$ cat src/rtl/axil_pkg.sv
// Shared types and address decode for the AXI4-Lite register file.
package axil_pkg;

   localparam int unsigned MaxAddrW = 64;
   localparam int unsigned MaxIdxW  = 8;

   typedef enum logic [1:0] {
      OKAY   = 2'b00,
      SLVERR = 2'b10
   } resp_t;

   typedef enum logic {WIdle, WResp} w_state_t;
   typedef enum logic {RIdle, RData} r_state_t;

   typedef struct packed {
      logic [MaxIdxW-1:0] idx;
      logic               oor;
   } dec_t;

   // Byte address -> register index; any bit above the index field flags out-of-range.
   function automatic dec_t axil_decode(input logic [MaxAddrW-1:0] addr,
                                        input int unsigned ofs,
                                        input int unsigned iw);
      dec_t d;
      logic [MaxAddrW-1:0] sh;
      sh    = addr >> ofs;
      d.idx = MaxIdxW'(sh & ((MaxAddrW'(1) << iw) - MaxAddrW'(1)));
      d.oor = |(sh >> iw);
      return d;
   endfunction

endpackage

$ cat src/rtl/axil_regfile_core.sv
// Register array with byte-strobe write port and combinational read mux.
// Read-only slots read from reg_in_i and drive zero on reg_out_o.
module axil_regfile_core
   import axil_pkg::*;
#(
   parameter int unsigned DATA_WIDTH = 32,
   parameter int unsigned NUM_REGS   = 16,
   parameter logic [NUM_REGS-1:0] RO_MASK = '0
) (
   input  logic                           clk,
   input  logic                           rst,
   input  logic                           we_i,
   input  logic [$clog2(NUM_REGS)-1:0]    widx_i,
   input  logic [DATA_WIDTH-1:0]          wdata_i,
   input  logic [DATA_WIDTH/8-1:0]        wstrb_i,
   input  logic [$clog2(NUM_REGS)-1:0]    ridx_i,
   output logic [DATA_WIDTH-1:0]          rdata_o,
   input  logic [NUM_REGS*DATA_WIDTH-1:0] reg_in_i,
   output logic [NUM_REGS*DATA_WIDTH-1:0] reg_out_o
);

   localparam int unsigned StrbW = DATA_WIDTH / 8;

   logic [DATA_WIDTH-1:0] regs_q [NUM_REGS];
   logic [DATA_WIDTH-1:0] regs_d [NUM_REGS];

   // Next-state: merge strobed bytes into the addressed RW register.
   always_comb begin
      regs_d = regs_q;
      if (we_i && !RO_MASK[widx_i]) begin
         for (int k = 0; k < StrbW; k++) begin
            if (wstrb_i[k]) regs_d[widx_i][8*k +: 8] = wdata_i[8*k +: 8];
         end
      end
   end

   // Register storage, cleared asynchronously.
   always_ff @(posedge clk or posedge rst) begin
      if (rst) begin
         for (int i = 0; i < NUM_REGS; i++) regs_q[i] <= '0;
      end else begin
         regs_q <= regs_d;
      end
   end

   // Read mux: RO slots return the live status input.
   always_comb begin
      if (RO_MASK[ridx_i]) rdata_o = reg_in_i[32'(ridx_i) * DATA_WIDTH +: DATA_WIDTH];
      else                 rdata_o = regs_q[ridx_i];
   end

   for (genvar i = 0; i < NUM_REGS; i++) begin : g_out
      assign reg_out_o[i*DATA_WIDTH +: DATA_WIDTH] = RO_MASK[i] ? '0 : regs_q[i];
   end

endmodule

$ cat src/rtl/axil_regfile.sv
// AXI4-Lite slave register file: independent write and read FSMs around the core array.
module axil_regfile
   import axil_pkg::*;
#(
   parameter int unsigned ADDR_WIDTH = 32,
   parameter int unsigned DATA_WIDTH = 32,
   parameter int unsigned NUM_REGS   = 16,
   parameter logic [NUM_REGS-1:0] RO_MASK = '0
) (
   input  logic                           clk,
   input  logic                           rst,
   input  logic [ADDR_WIDTH-1:0]          s_axi_awaddr,
   input  logic                           s_axi_awvalid,
   output logic                           s_axi_awready,
   input  logic [DATA_WIDTH-1:0]          s_axi_wdata,
   input  logic [DATA_WIDTH/8-1:0]        s_axi_wstrb,
   input  logic                           s_axi_wvalid,
   output logic                           s_axi_wready,
   output logic [1:0]                     s_axi_bresp,
   output logic                           s_axi_bvalid,
   input  logic                           s_axi_bready,
   input  logic [ADDR_WIDTH-1:0]          s_axi_araddr,
   input  logic                           s_axi_arvalid,
   output logic                           s_axi_arready,
   output logic [DATA_WIDTH-1:0]          s_axi_rdata,
   output logic [1:0]                     s_axi_rresp,
   output logic                           s_axi_rvalid,
   input  logic                           s_axi_rready,
   output logic [NUM_REGS*DATA_WIDTH-1:0] reg_out,
   input  logic [NUM_REGS*DATA_WIDTH-1:0] reg_in,
   output logic [NUM_REGS-1:0]            wr_pulse
);

   localparam int unsigned StrbW = DATA_WIDTH / 8;
   localparam int unsigned Ofs   = $clog2(StrbW);
   localparam int unsigned Iw    = $clog2(NUM_REGS);

   w_state_t w_state_q, w_state_d;
   r_state_t r_state_q, r_state_d;
   logic                  rdy_en_q;
   logic                  aw_held_q, aw_held_d, w_held_q, w_held_d;
   logic [ADDR_WIDTH-1:0] awaddr_q, awaddr_d;
   logic [DATA_WIDTH-1:0] wdata_q, wdata_d;
   logic [StrbW-1:0]      wstrb_q, wstrb_d;
   resp_t                 bresp_q, bresp_d, rresp_q, rresp_d;
   logic [DATA_WIDTH-1:0] rdata_q, rdata_d;
   logic [NUM_REGS-1:0]   wr_pulse_q, wr_pulse_d;

   logic                  aw_hs, w_hs, ar_hs, commit, w_ok;
   logic [ADDR_WIDTH-1:0] w_addr;
   logic [DATA_WIDTH-1:0] w_data, core_rdata;
   logic [StrbW-1:0]      w_strb;
   dec_t                  w_dec, r_dec;
   logic [Iw-1:0]         w_idx, r_idx;

   // Channel handshakes; a transfer is either already latched or completing this cycle.
   assign aw_hs  = s_axi_awvalid && s_axi_awready;
   assign w_hs   = s_axi_wvalid && s_axi_wready;
   assign ar_hs  = s_axi_arvalid && s_axi_arready;
   assign w_addr = aw_held_q ? awaddr_q : s_axi_awaddr;
   assign w_data = w_held_q ? wdata_q : s_axi_wdata;
   assign w_strb = w_held_q ? wstrb_q : s_axi_wstrb;
   assign commit = (w_state_q == WIdle) && (aw_held_q || aw_hs) && (w_held_q || w_hs);

   assign w_dec = axil_decode(MaxAddrW'(w_addr), Ofs, Iw);
   assign r_dec = axil_decode(MaxAddrW'(s_axi_araddr), Ofs, Iw);
   assign w_idx = Iw'(w_dec.idx);
   assign r_idx = Iw'(r_dec.idx);
   assign w_ok  = !w_dec.oor && !RO_MASK[w_idx];

   axil_regfile_core #(
      .DATA_WIDTH (DATA_WIDTH),
      .NUM_REGS   (NUM_REGS),
      .RO_MASK    (RO_MASK)
   ) u_core (
      .clk       (clk),
      .rst       (rst),
      .we_i      (commit && w_ok),
      .widx_i    (w_idx),
      .wdata_i   (w_data),
      .wstrb_i   (w_strb),
      .ridx_i    (r_idx),
      .rdata_o   (core_rdata),
      .reg_in_i  (reg_in),
      .reg_out_o (reg_out)
   );

   // Write FSM state register; rdy_en_q holds readies low until the first edge after reset.
   always_ff @(posedge clk or posedge rst) begin
      if (rst) begin
         w_state_q  <= WIdle;
         rdy_en_q   <= 1'b0;
         aw_held_q  <= 1'b0;
         w_held_q   <= 1'b0;
         awaddr_q   <= '0;
         wdata_q    <= '0;
         wstrb_q    <= '0;
         bresp_q    <= OKAY;
         wr_pulse_q <= '0;
      end else begin
         w_state_q  <= w_state_d;
         rdy_en_q   <= 1'b1;
         aw_held_q  <= aw_held_d;
         w_held_q   <= w_held_d;
         awaddr_q   <= awaddr_d;
         wdata_q    <= wdata_d;
         wstrb_q    <= wstrb_d;
         bresp_q    <= bresp_d;
         wr_pulse_q <= wr_pulse_d;
      end
   end

   // Write FSM next state: latch AW/W independently, commit once both are present.
   always_comb begin
      w_state_d  = w_state_q;
      aw_held_d  = aw_held_q;
      w_held_d   = w_held_q;
      awaddr_d   = awaddr_q;
      wdata_d    = wdata_q;
      wstrb_d    = wstrb_q;
      bresp_d    = bresp_q;
      wr_pulse_d = '0;
      case (w_state_q)
         WIdle: begin
            if (commit) begin
               w_state_d = WResp;
               aw_held_d = 1'b0;
               w_held_d  = 1'b0;
               bresp_d   = w_ok ? OKAY : SLVERR;
               if (w_ok) wr_pulse_d = {{(NUM_REGS-1){1'b0}}, 1'b1} << w_idx;
            end else begin
               if (aw_hs) begin
                  aw_held_d = 1'b1;
                  awaddr_d  = s_axi_awaddr;
               end
               if (w_hs) begin
                  w_held_d = 1'b1;
                  wdata_d  = s_axi_wdata;
                  wstrb_d  = s_axi_wstrb;
               end
            end
         end
         WResp:   if (s_axi_bready) w_state_d = WIdle;
         default: w_state_d = WIdle;
      endcase
   end

   // Write channel outputs.
   always_comb begin
      s_axi_awready = rdy_en_q && (w_state_q == WIdle) && !aw_held_q;
      s_axi_wready  = rdy_en_q && (w_state_q == WIdle) && !w_held_q;
      s_axi_bvalid  = (w_state_q == WResp);
      s_axi_bresp   = bresp_q;
      wr_pulse      = wr_pulse_q;
   end

   // Read FSM state register.
   always_ff @(posedge clk or posedge rst) begin
      if (rst) begin
         r_state_q <= RIdle;
         rdata_q   <= '0;
         rresp_q   <= OKAY;
      end else begin
         r_state_q <= r_state_d;
         rdata_q   <= rdata_d;
         rresp_q   <= rresp_d;
      end
   end

   // Read FSM next state: capture data at AR handshake (pre-write value on a same-cycle commit).
   always_comb begin
      r_state_d = r_state_q;
      rdata_d   = rdata_q;
      rresp_d   = rresp_q;
      case (r_state_q)
         RIdle: begin
            if (ar_hs) begin
               r_state_d = RData;
               rdata_d   = r_dec.oor ? '0 : core_rdata;
               rresp_d   = r_dec.oor ? SLVERR : OKAY;
            end
         end
         RData:   if (s_axi_rready) r_state_d = RIdle;
         default: r_state_d = RIdle;
      endcase
   end

   // Read channel outputs.
   always_comb begin
      s_axi_arready = rdy_en_q && (r_state_q == RIdle);
      s_axi_rvalid  = (r_state_q == RData);
      s_axi_rdata   = rdata_q;
      s_axi_rresp   = rresp_q;
   end

endmodule

$ cat config.mk
export PLATFORM = sky130hd
export DESIGN_NAME = axil_regfile
export DESIGN_NICKNAME = d
export VERILOG_FILES = /design/src/rtl/axil_pkg.sv /design/src/rtl/axil_regfile_core.sv /design/src/rtl/axil_regfile.sv
export SDC_FILE = /design/constraint.sdc
export NUM_CORES = 1
export LEC_CHECK = 0
export ABC_AREA = 1
export CORE_AREA = 2 2 457 459
export CTS_BUF_LIST = sky130_fd_sc_hd__clkbuf_2 sky130_fd_sc_hd__clkbuf_4 sky130_fd_sc_hd__clkbuf_8
export DETAILED_ROUTE_END_ITERATION = 12
export DIE_AREA = 0 0 459 461
export GPL_ROUTABILITY_DRIVEN = 0
export GPL_TIMING_DRIVEN = 0
export PLACE_DENSITY = 0.41
export SETUP_SLACK_MARGIN = 0.15
export SYNTH_ARGS = -nofsm -noshare
export SYNTH_HDL_FRONTEND = slang
export SYNTH_SLANG_ARGS = --single-unit
$ cat constraint.sdc
create_clock -name clk -period 60.3 [get_ports clk]
set_input_delay 12.06 -clock clk [delete_from_list [all_inputs] [get_ports clk]]
set_output_delay 12.06 -clock clk [all_outputs]
set_load 0.05 [all_outputs]
; Yosys cells after proc, flatten, opt, wreduce, memory -nomap -nowiden
; Memory sizes are Yosys's and may differ from the RTL's.
; Cells that the tools add are included.
[op_classes]
order_cmp = 5
shift = 2
mux = 44
bitwise = 5
n_reduce_logical = 29
[op_table]
columns = cell, n
row1 = 512-bit 2-to-1 mux, 7
row2 = 512-bit bitwise mux, 4
row3 = 32-bit demux with 4-bit select, 4
row4 = 512-bit by 10-bit variable part select with 32-bit output, 1
row5 = 32-bit 2-to-1 mux, 7
row6 = 32-bit binary-select mux with 4-bit select, 1
row7 = 16-bit 2-to-1 mux, 4
row8 = 26-bit OR reduction, 2
row9 = 24-bit 2-to-1 mux, 1
row10 = 1-bit by 4-bit left shift with 16-bit output (first input constant), 1
row11 = 1-bit logical AND, 13
row12 = 5-bit greater-or-equal comparator (second input constant), 2
row13 = 4-bit by 5-bit < comparator with 1-bit output (second input constant), 2
row14 = 1-bit 2-to-1 mux, 10
row15 = 4-bit NOT with 5-bit output, 2
row16 = 8-bit 2-to-1 mux, 1
row17 = 2-bit AND reduction, 4
row18 = 3-bit AND reduction, 2
row19 = 5-bit by 1-bit < comparator with 1-bit output (second input constant), 1
row20 = 1-bit zero test, 4
row21 = 2-bit 2-to-1 mux, 2
row22 = 4-bit 2-to-1 mux, 1
row23 = 1-bit one-hot mux with 2 select lines, 2
row24 = 2-bit nonzero test, 2
row25 = other kinds (2), 5
[totals]
ff_bits = 637
rom_bits = 32
elab_cells = 115
n_memories = 2
[mem_list]
columns = memory, depth, width, read_ports, rd_ports_with_merged_regs, write_ports, line
row1 = (name not given), 16, 1, 1, 0, 0, axil_regfile_core.sv:48  ; if (RO_MASK[ridx_i]) rdata_o = reg_in_i[32'(ridx_i) * DATA_WIDTH +: DATA_WIDTH];
row2 = (name not given), 16, 1, 1, 0, 0, axil_regfile_core.sv:30  ; if (we_i && !RO_MASK[widx_i]) begin

; Logic depth before layout (Yosys ltp)
; Gate-level depths: netlist (run 1).
[depth]
word_depth = 18
ltp_mapped = 12
mapped_depth_nobuf = 10

; Cells and area by module
; Synthesis (run 1) repeated with hierarchy kept, for this count alone.
[hier_totals]
hier_cells = 3998
hier_area_um2 = 30435.4
[modules_own_cells]
columns = module, n_inst, cells_each, area_per_inst_um2
row1 = axil_regfile_core, 1, 3318, 24833.8
row2 = axil_regfile, 1, 680, 5601.6

; Worst setup path after synthesis (run 1)
; Ideal clock, no wire load.
[synth_path]
path_type = reg-to-output
start = register w_state_q (netlist: s_axi_bvalid)
end = output port s_axi_wready
arrival_time_ns = 1.448
slack_ns = 46.792
stages_incl_launch_ff = 4
path_cell_list = dfrtp_1 > inv_2 > nand2_1 > nor2_1
[synth_via]
elab_chain_len = 3
[synth_rtl]
columns = item, line
row1 = "start, declared", axil_regfile.sv:38  ; w_state_t w_state_q, w_state_d;
row2 = "start signal, assigned", axil_regfile.sv:91  ; w_state_q <= WIdle;
row3 = "start signal, assigned", axil_regfile.sv:101  ; w_state_q <= w_state_d;
row4 = 1-bit NOT (no source line), -
row5 = 1-bit logical AND (2 in a row), axil_regfile.sv:151  ; s_axi_wready = rdy_en_q && (w_state_q == WIdle) && !w_held_q;
row6 = "end, declared", axil_regfile.sv:18  ; output logic s_axi_wready,
; No other way between the ends.

; Final worst setup path (run 1)
[layout_path]
start = register r_state_q (netlist: s_axi_rvalid)
end = output port s_axi_arready
[layout_via]
elab_chain_len = 2
[layout_rtl]
columns = item, line
row1 = "start, declared", axil_regfile.sv:39  ; r_state_t r_state_q, r_state_d;
row2 = "start signal, assigned", axil_regfile.sv:160  ; r_state_q <= RIdle;
row3 = "start signal, assigned", axil_regfile.sv:164  ; r_state_q <= r_state_d;
row4 = 1-bit NOT (no source line), -
row5 = 1-bit logical AND, axil_regfile.sv:190  ; s_axi_arready = rdy_en_q && (r_state_q == RIdle);
row6 = "end, declared", axil_regfile.sv:24  ; output logic s_axi_arready,
; No other way between the ends.

==> metrics.md, run 1 <==
| Metric | Value |
|---|---|
| Status | complete, no violations |
| NumNets Final | ~5,600 |
| Mapped cell area | about 32,000 um2 |
| Switching Share | 0.419 |
| Die Y | about 460 um |
| Hold Path Class | reg -> reg |
| Area grow syn2layout | 40.5% |
| DP Cell Count | between 7,000 and 8,000 |
| Max cap viols | 0 |
| CTS tree | done |
| Slew @ Worst Pin | 1.45 ns |
| EDFF count, synth | 0 |
| CP max stage delay | roughly 1.1 ns |
| Total GRT Usage | 0.229 |
| Post-Synthesis Cells | between 4,000 and 5,000 |
| Cell taking the most area after synthesis | dfrtp_1 |
| Endpoints failing setup | 0 |
| DPL Wire Length | roughly 200 mm |
| Average wire per standard cell | around 32 um |
| Clk_lat worst skew | just under 0.9 ns |
| Post-synth top flop | dfrtp_1 |
| Vias in the first global route | around 34,000 |
| DR iter-0 viols | 4,216 |
| Via count | between 30,000 and 40,000 |
| Post-route cell area | between 40,000 and 50,000 um2 |
| Cell Int Power | 0.787 mW |
| Met1 WL | 110 mm |
| Post-CTS Setup Repair Bufs | 0 |
| Critical path buffers and inverters | 1 |
| Post-synthesis sequential area ratio | 0.492 |
| # IOs | 1,188 |
| Seq pwr share | 0.339 |
| CP required | 48.24 ns |
| CTS sink count | 633 |
| Total CTS buffers | around 130 |
| Clk_skew | between 0.05 and 0.06 ns |
| Core Region | between 200,000 and 250,000 um2 |
| Mean post-synth cell area | 7.64 um2 |
| Layout cells sized above 1 | 0.0793 |
| Initial core utilization | 0.156 |
| Unrepaired setup endpoints after global routing | false |
| Period Utilization, post-route | 0.260 |
| CP endpoint kind | output port |
| Slew Viols, Final | 0 |
| Antenna violations before repair | 15 |
| Final ANT Viol Nets | 0 |
| Overflow after GRT | 0 |
| Power Density | ~30 nW/um2 |
| Final Hold Vio Count | 0 |
| Number of rows in the core area | 167 |
| Peak VDD IR | between 0.02 and 0.025 mV |
| Post-CTS sizing | 0 |
| Dpl cell area | 42,400 um2 |
| Slowest CP cell | nor2_1 |
| Post-Route WL | approximately 250 mm |
| CP Data Arrival Time | between 3 and 4 ns |
| Hold Buf Count CTS | 0 |
| Crit path time final | 15.67 ns |
| Yosys reg bits | around 630 |
| Remaining DRCs | 0 |
| Vias per cell | around 4.6 |
| Post-synth top area share | 0.492 |
| DR WL met2 | slightly below 100 mm |
| Slew margin rel. | 0.0316 |
| Length of routed met3 wiring | between 30 and 40 mm |
| Number of fill cells | approximately 23,000 |
| Clock Power Share | 0.373 |
| Critical path's top delay family | simple AND/OR/NAND/NOR gates |
| CTS H-tree lvls | 4 |
| Reg clk slew, reported paths | 0.06 ns |
| First-pass GRT wire length | around 320 mm |
| Highest Clock Rate | approximately 0.064 GHz |
| CP Launch Type | flip-flop |
| IO buf count | 667 |
| Non-filler cells, final | slightly below 8,000 |
| Synth cell types | 32 |
| Gate power share | 0.288 |
| Max FO, Critical Path | 3 |
| Die Area | 212,000 um2 |
| Max layer used | met5 |
| Async S/R FF share, synth | 1.00 |
| Switching power | between 0.5 and 0.6 mW |
| CTS Root Cell | clkbuf_8 |
| TNS Setup | 0 ns |
| TritonRoute pass-1 iters | 6 |
| Syn. warnings | 0 |
| Area contributors post-synth | dfrtp_1 (49%), nand2_1 (21%), nand4_1 (8.3%) |
| Die width | about 460 um |
| Critical-path cell list | nor2_1 -> clkdlybuf4s50_1 |
| Leak Pwr | about 20 nW |
| Pin count of the biggest net entering global routing | 113 |
| Critical setup path kind | reg -> out |
| Longest Clk Path Bufs | 3 |
worst min-delay path, stage by stage (launching register included):
cell and delay, ns:
dfrtp_1 0.34, nand2_1 0.05, nand2_1 0.06
layer usage:
metal	GRT usage	vias up
met4	0.0871	4
met5	0	-
met1	0.314	18122
li1	-	15785
met2	0.309	2124
met3	0.101	283
power by group through the flow:
stage	clock (mW)	combinational, mW	sequential, mW
floorplan	0	0.193	0.466
global placement	0	0.377	0.467
detailed placement	0	0.380	0.467
CTS	0.516	0.381	0.459
global route	0.534	0.407	0.462
finish	0.505	0.390	0.459
synthesized netlist by cell type (2+ instances only):
master    instances
a21oi_1          39
a22oi_1          16
buf_1            21
buf_2            57
buf_4            34
buf_6             3
clkbuf_1        215
clkinv_1         15
conb_1            2
dfrtp_1         633
inv_1            83
inv_2             7
mux2_2           17
nand2_1        1840
nand3_1         445
nand4_1         428
nand4_4          20
nor2_1           90
nor2_2            5
nor2_4           13
nor3_1          131
nor4_1            4
o21a_1            3
o21ai_0          48
o21ai_1          33
o21ai_2           7
or2_2             3
state kept, by name (all words and copies together) (netlist names):
name and count:
wstrb_q 4, awaddr_q 30, wr_pulse 16, s_axi_rvalid 1, w_held_q 1, aw_held_q 1
s_axi_rdata 32, rdy_en_q 1, s_axi_bresp 1, s_axi_rresp 1, s_axi_bvalid 1, u_core.reg_out_o 512
wdata_q 32
cell type report:
type	instances	area, um2	share of cell area
flip-flops and latches	633	15800	0.350
multi-input cells	3150	14500	0.321
plain buffers	330	1460	0.0323
clock inverters	20	204	0.00451
clock buffers	209	2590	0.0572
diodes	5	12.5	0.000277
well taps	2704	3380	0.0748
inverters	105	402	0.00888
repair buffers	673	6840	0.151
placed cells by master, fill, tap and decap left out, types with 2 or more instances in the layout:
master | Yosys | routed
nand2_1 | 1840 | 1840
clkdlybuf4s50_1 | 0 | 667
dfrtp_1 | 633 | 633
nand3_1 | 445 | 445
nand4_1 | 428 | 428
clkbuf_1 | 215 | 214
clkbuf_8 | 0 | 163
nor3_1 | 131 | 131
nor2_1 | 90 | 90
inv_1 | 83 | 82
buf_2 | 57 | 57
o21ai_0 | 48 | 48
clkbuf_4 | 0 | 46
a21oi_1 | 39 | 39
buf_4 | 34 | 34
o21ai_1 | 33 | 33
buf_1 | 21 | 21
nand4_4 | 20 | 20
mux2_2 | 17 | 17
a22oi_1 | 16 | 16
clkinv_1 | 15 | 15
nor2_4 | 13 | 13
inv_2 | 7 | 7
o21ai_2 | 7 | 7
clkinv_2 | 0 | 7
buf_16 | 0 | 6
diode_2 | 0 | 5
nor2_2 | 5 | 5
nor4_1 | 4 | 4
inv_8 | 0 | 4
clkinv_8 | 0 | 4
buf_6 | 3 | 3
or2_2 | 3 | 3
o21a_1 | 3 | 3
conb_1 | 2 | 3
clkinvlp_4 | 0 | 3
inv_6 | 0 | 2
per-stage QoR:
step	power, mW	util	hold slack, ns	setup WS (ns)
6_report	1.35	0.219	0.480	44.63
3_3_place_gp	0.844	0.205	0.462	19.60
5_1_grt	1.40	0.219	0.501	44.40
3_5_place_dp	0.847	0.206	0.469	44.09
4_1_cts	1.36	0.219	0.484	44.38
2_1_floorplan	0.659	-	0.446	30.51
cells by family after synthesis:
logic type             after synthesis  synth area share
AND/OR/NAND/NOR                   2984             0.419
flip-flops                         633             0.492
buffers and inverters              435            0.0576
AO/OA/AOI/OAI                      146            0.0250
multiplexers                        17           0.00594
other                                2          0.000233
final timing paths:
path,start,endpoint,slack [ns],cells after the start
worst max-delay path,s_axi_rvalid,s_axi_arready,44.63,2
worst min-delay path,s_axi_rdata[15],s_axi_rdata[15],0.48,2
worst max register to register,s_axi_rvalid,s_axi_rdata[25],54.60,8
worst min register to register,s_axi_rdata[15],s_axi_rdata[15],0.48,2
max in group asynchronous,rst,awaddr_q[13],47.08,4
min in group asynchronous,rst,u_core.reg_out_o[467],11.66,2
Note: power is estimated with default switching activity, not from simulation.
==> inputs of run 2 (changes only) <==
==> constraint.sdc (replaced) <==
create_clock -name clk -period 15.62 [get_ports clk]
set_input_delay 3.124 -clock clk [delete_from_list [all_inputs] [get_ports clk]]
set_output_delay 3.124 -clock clk [all_outputs]
set_load 0.05 [all_outputs]
==> run 2 against run 1 <==
  * Non-clock buffer count up 15
  * Clock power rose to 4.1 times the previous value
  * Global-route usage down 0.22 points
  * Setup slack worse by 35 ns
  * Power rose to 3.9 times the previous value
  * Wire length down 1.1%
  * Largest power group unchanged
==> metrics.md, run 2 (synthesis gave the netlist of run 1 again) <==
| Metric | Value |
|---|---|
| Status | complete, no violations |
| Post-CTS sizing | 0 |
| Peak VDD IR | about 0.11 mV |
| Initial core utilization | 0.156 |
| CP endpoint kind | flip-flop |
| Non-filler cells, final | ~8,000 |
| Post-route cell area | between 40,000 and 50,000 um2 |
| Highest Clock Rate | 0.162 GHz |
| Worst reg2reg startpoint | rdy_en_q |
| Hold Buf Count CTS | 0 |
| Crit path time final | a little over 6 ns |
| DPL Wire Length | slightly above 200 mm |
| Max cap viols | 0 |
| Reg area | roughly 16,000 um2 |
| Unrepaired setup endpoints after global routing | false |
| NumNets Final | between 5,000 and 6,000 |
| Longest Clk Path Bufs | 3 |
| Overflow after GRT | 0 |
| Area grow syn2layout | 41.8% |
| Slew Viols, Final | 0 |
| First-pass GRT wire length | between 300 and 400 mm |
| Worst hold start | wdata_q[10] |
| Slew margin rel. | 0.0740 |
| DP Cell Count | between 7,000 and 8,000 |
| Number of rows in the core area | approximately 170 |
| CTS tree | done |
| Die width | about 460 um |
| Endpoints failing setup | 0 |
| Period Utilization, post-route | 0.396 |
| Final ANT Viol Nets | 0 |
| Core Region | ~210,000 um2 |
| Die Y | ~460 um |
| Vias per cell | approximately 4.6 |
| Worst setup margin | 9.44 ns |
| Layout cells sized above 1 | 0.0833 |
| Hold Path Class | reg -> reg |
| CTS Root Cell | clkbuf_8 |
| Seq pwr share | 0.331 |
| Number of fill cells | between 20,000 and 25,000 |
| CP Launch Point | s_axi_arvalid |
| IO buf count | approximately 670 |
| Antenna violations before repair | 14 |
| FF-to-FF path depth | 9 |
| Clock Power Share | 0.384 |
| Reg clk slew, reported paths | ~0.050 ns |
| Pin count of the biggest net entering global routing | 40 |
| Gate power share | 0.284 |
| Post-Route WL | roughly 250 mm |
| CTS H-tree lvls | 4 |
| CP required | approximately 16 ns |
| RR Endpoint | s_axi_rdata[24] |
| Pre-CTS WS | around 8.5 ns |
| Die Area | about 210,000 um2 |
| TritonRoute pass-1 iters | 8 |
| Clk_skew | 0.0561 ns |
| Footprint of the multi-input gates | 14,500 um2 |
| Switching Share | 0.413 |
| Crit path to | s_axi_rdata[24] |
| Via count | ~36,000 |
| Remaining DRCs | 0 |
| Total CTS buffers | ~140 |
| Switching power | 2.21 mW |
| Clk_lat worst skew | roughly 0.90 ns |
| DR iter-0 viols | 4,293 |
| CP Data Arrival Time | around 7.0 ns |
| Total GRT Usage | 0.226 |
| Commonest non-fill, non-tap cell in the layout | nand2_1 |
| Hold slack | about 0.48 ns |
| Average wire per standard cell | between 30 and 40 um |
| Cell Int Power | 3.14 mW |
| Dpl cell area | around 43,000 um2 |
| Max FO, Critical Path | 10 |
| Most frequent cells in the layout | nand2_1 (1,840), clkdlybuf4s50_1 (667), dfrtp_1 (633) |
| Post-CTS Setup Repair Bufs | 0 |
| Critical setup path kind | in -> reg |
| Power Density | 117 nW/um2 |
| Max FFs per register | between 500 and 600 |
| CTS sink count | roughly 630 |
| # IOs | 1,188 |
| Final Hold Vio Count | 0 |
| CP Launch Type | input port |
| Vias in the first global route | around 34,000 |
| Reg2Reg Setup Slack | approximately 11 ns |
| Slew @ Worst Pin | around 1.4 ns |
| Leak Pwr | about 21 nW |
| Finished Core Util | 0.221 |
## run 2: cell type report
type | count | area share
antenna | 11 | 0.000603
buffer | 330 | 0.0320
clock buffer | 203 | 0.0560
clock inverter | 32 | 0.00874
inverter | 105 | 0.00871
multi-input combinational | 3150 | 0.318
sequential | 633 | 0.347
tap | 2704 | 0.0741
timing repair buffer | 688 | 0.155
## run 2: how the worst min path moves through the flow
| stage | end | slack (ns) | depth (start not counted) |
|---|---|---|---|
| global placement | wstrb_q[3] | 0.46 | 2 |
| detailed placement | s_axi_rdata[15] | 0.47 | 2 |
| floorplan | wstrb_q[3] | 0.45 | 2 |
| CTS | s_axi_rdata[15] | 0.48 | 2 |
| finish | wdata_q[10] | 0.48 | 2 |
| global route | s_axi_rdata[19] | 0.50 | 2 |
## run 2: power by group through the flow
stage	registers (mW)	clock network, mW	logic, mW
CTS	1.77	2.10	1.49
finish	1.77	2.05	1.52
global placement	1.80	0	1.46
detailed placement	1.80	0	1.48
global route	1.78	2.17	1.59
floorplan	1.80	0	0.747
## run 2: stage by stage
stage / power, mW / setup TNS [ns]
6_report: 5.35 / 0
5_1_grt: 5.54 / 0
4_1_cts: 5.35 / 0
3_5_place_dp: 3.28 / 0
3_3_place_gp: 3.26 / -1024.41
2_1_floorplan: 2.54 / 0
## run 2: critical path, stage by stage
cell	delay (ns)
clkdlybuf4s50_1	0.46
nand2_1	0.40
nor2_1	0.23
nand3_1	0.09
nor2_1	0.85
clkbuf_1	1.01
nand3_1	0.61
nand2_1	0.17
## run 2: routing by layer
| metal | routed length, um | track usage | part of all wire |
|---|---|---|---|
| met2 | 96100 | 0.310 | 0.39 |
| met5 | 0 | 0 | 0 |
| met1 | 111000 | 0.313 | 0.45 |
| met3 | 28000 | 0.0852 | 0.11 |
| met4 | 11700 | 0.0964 | 0.048 |
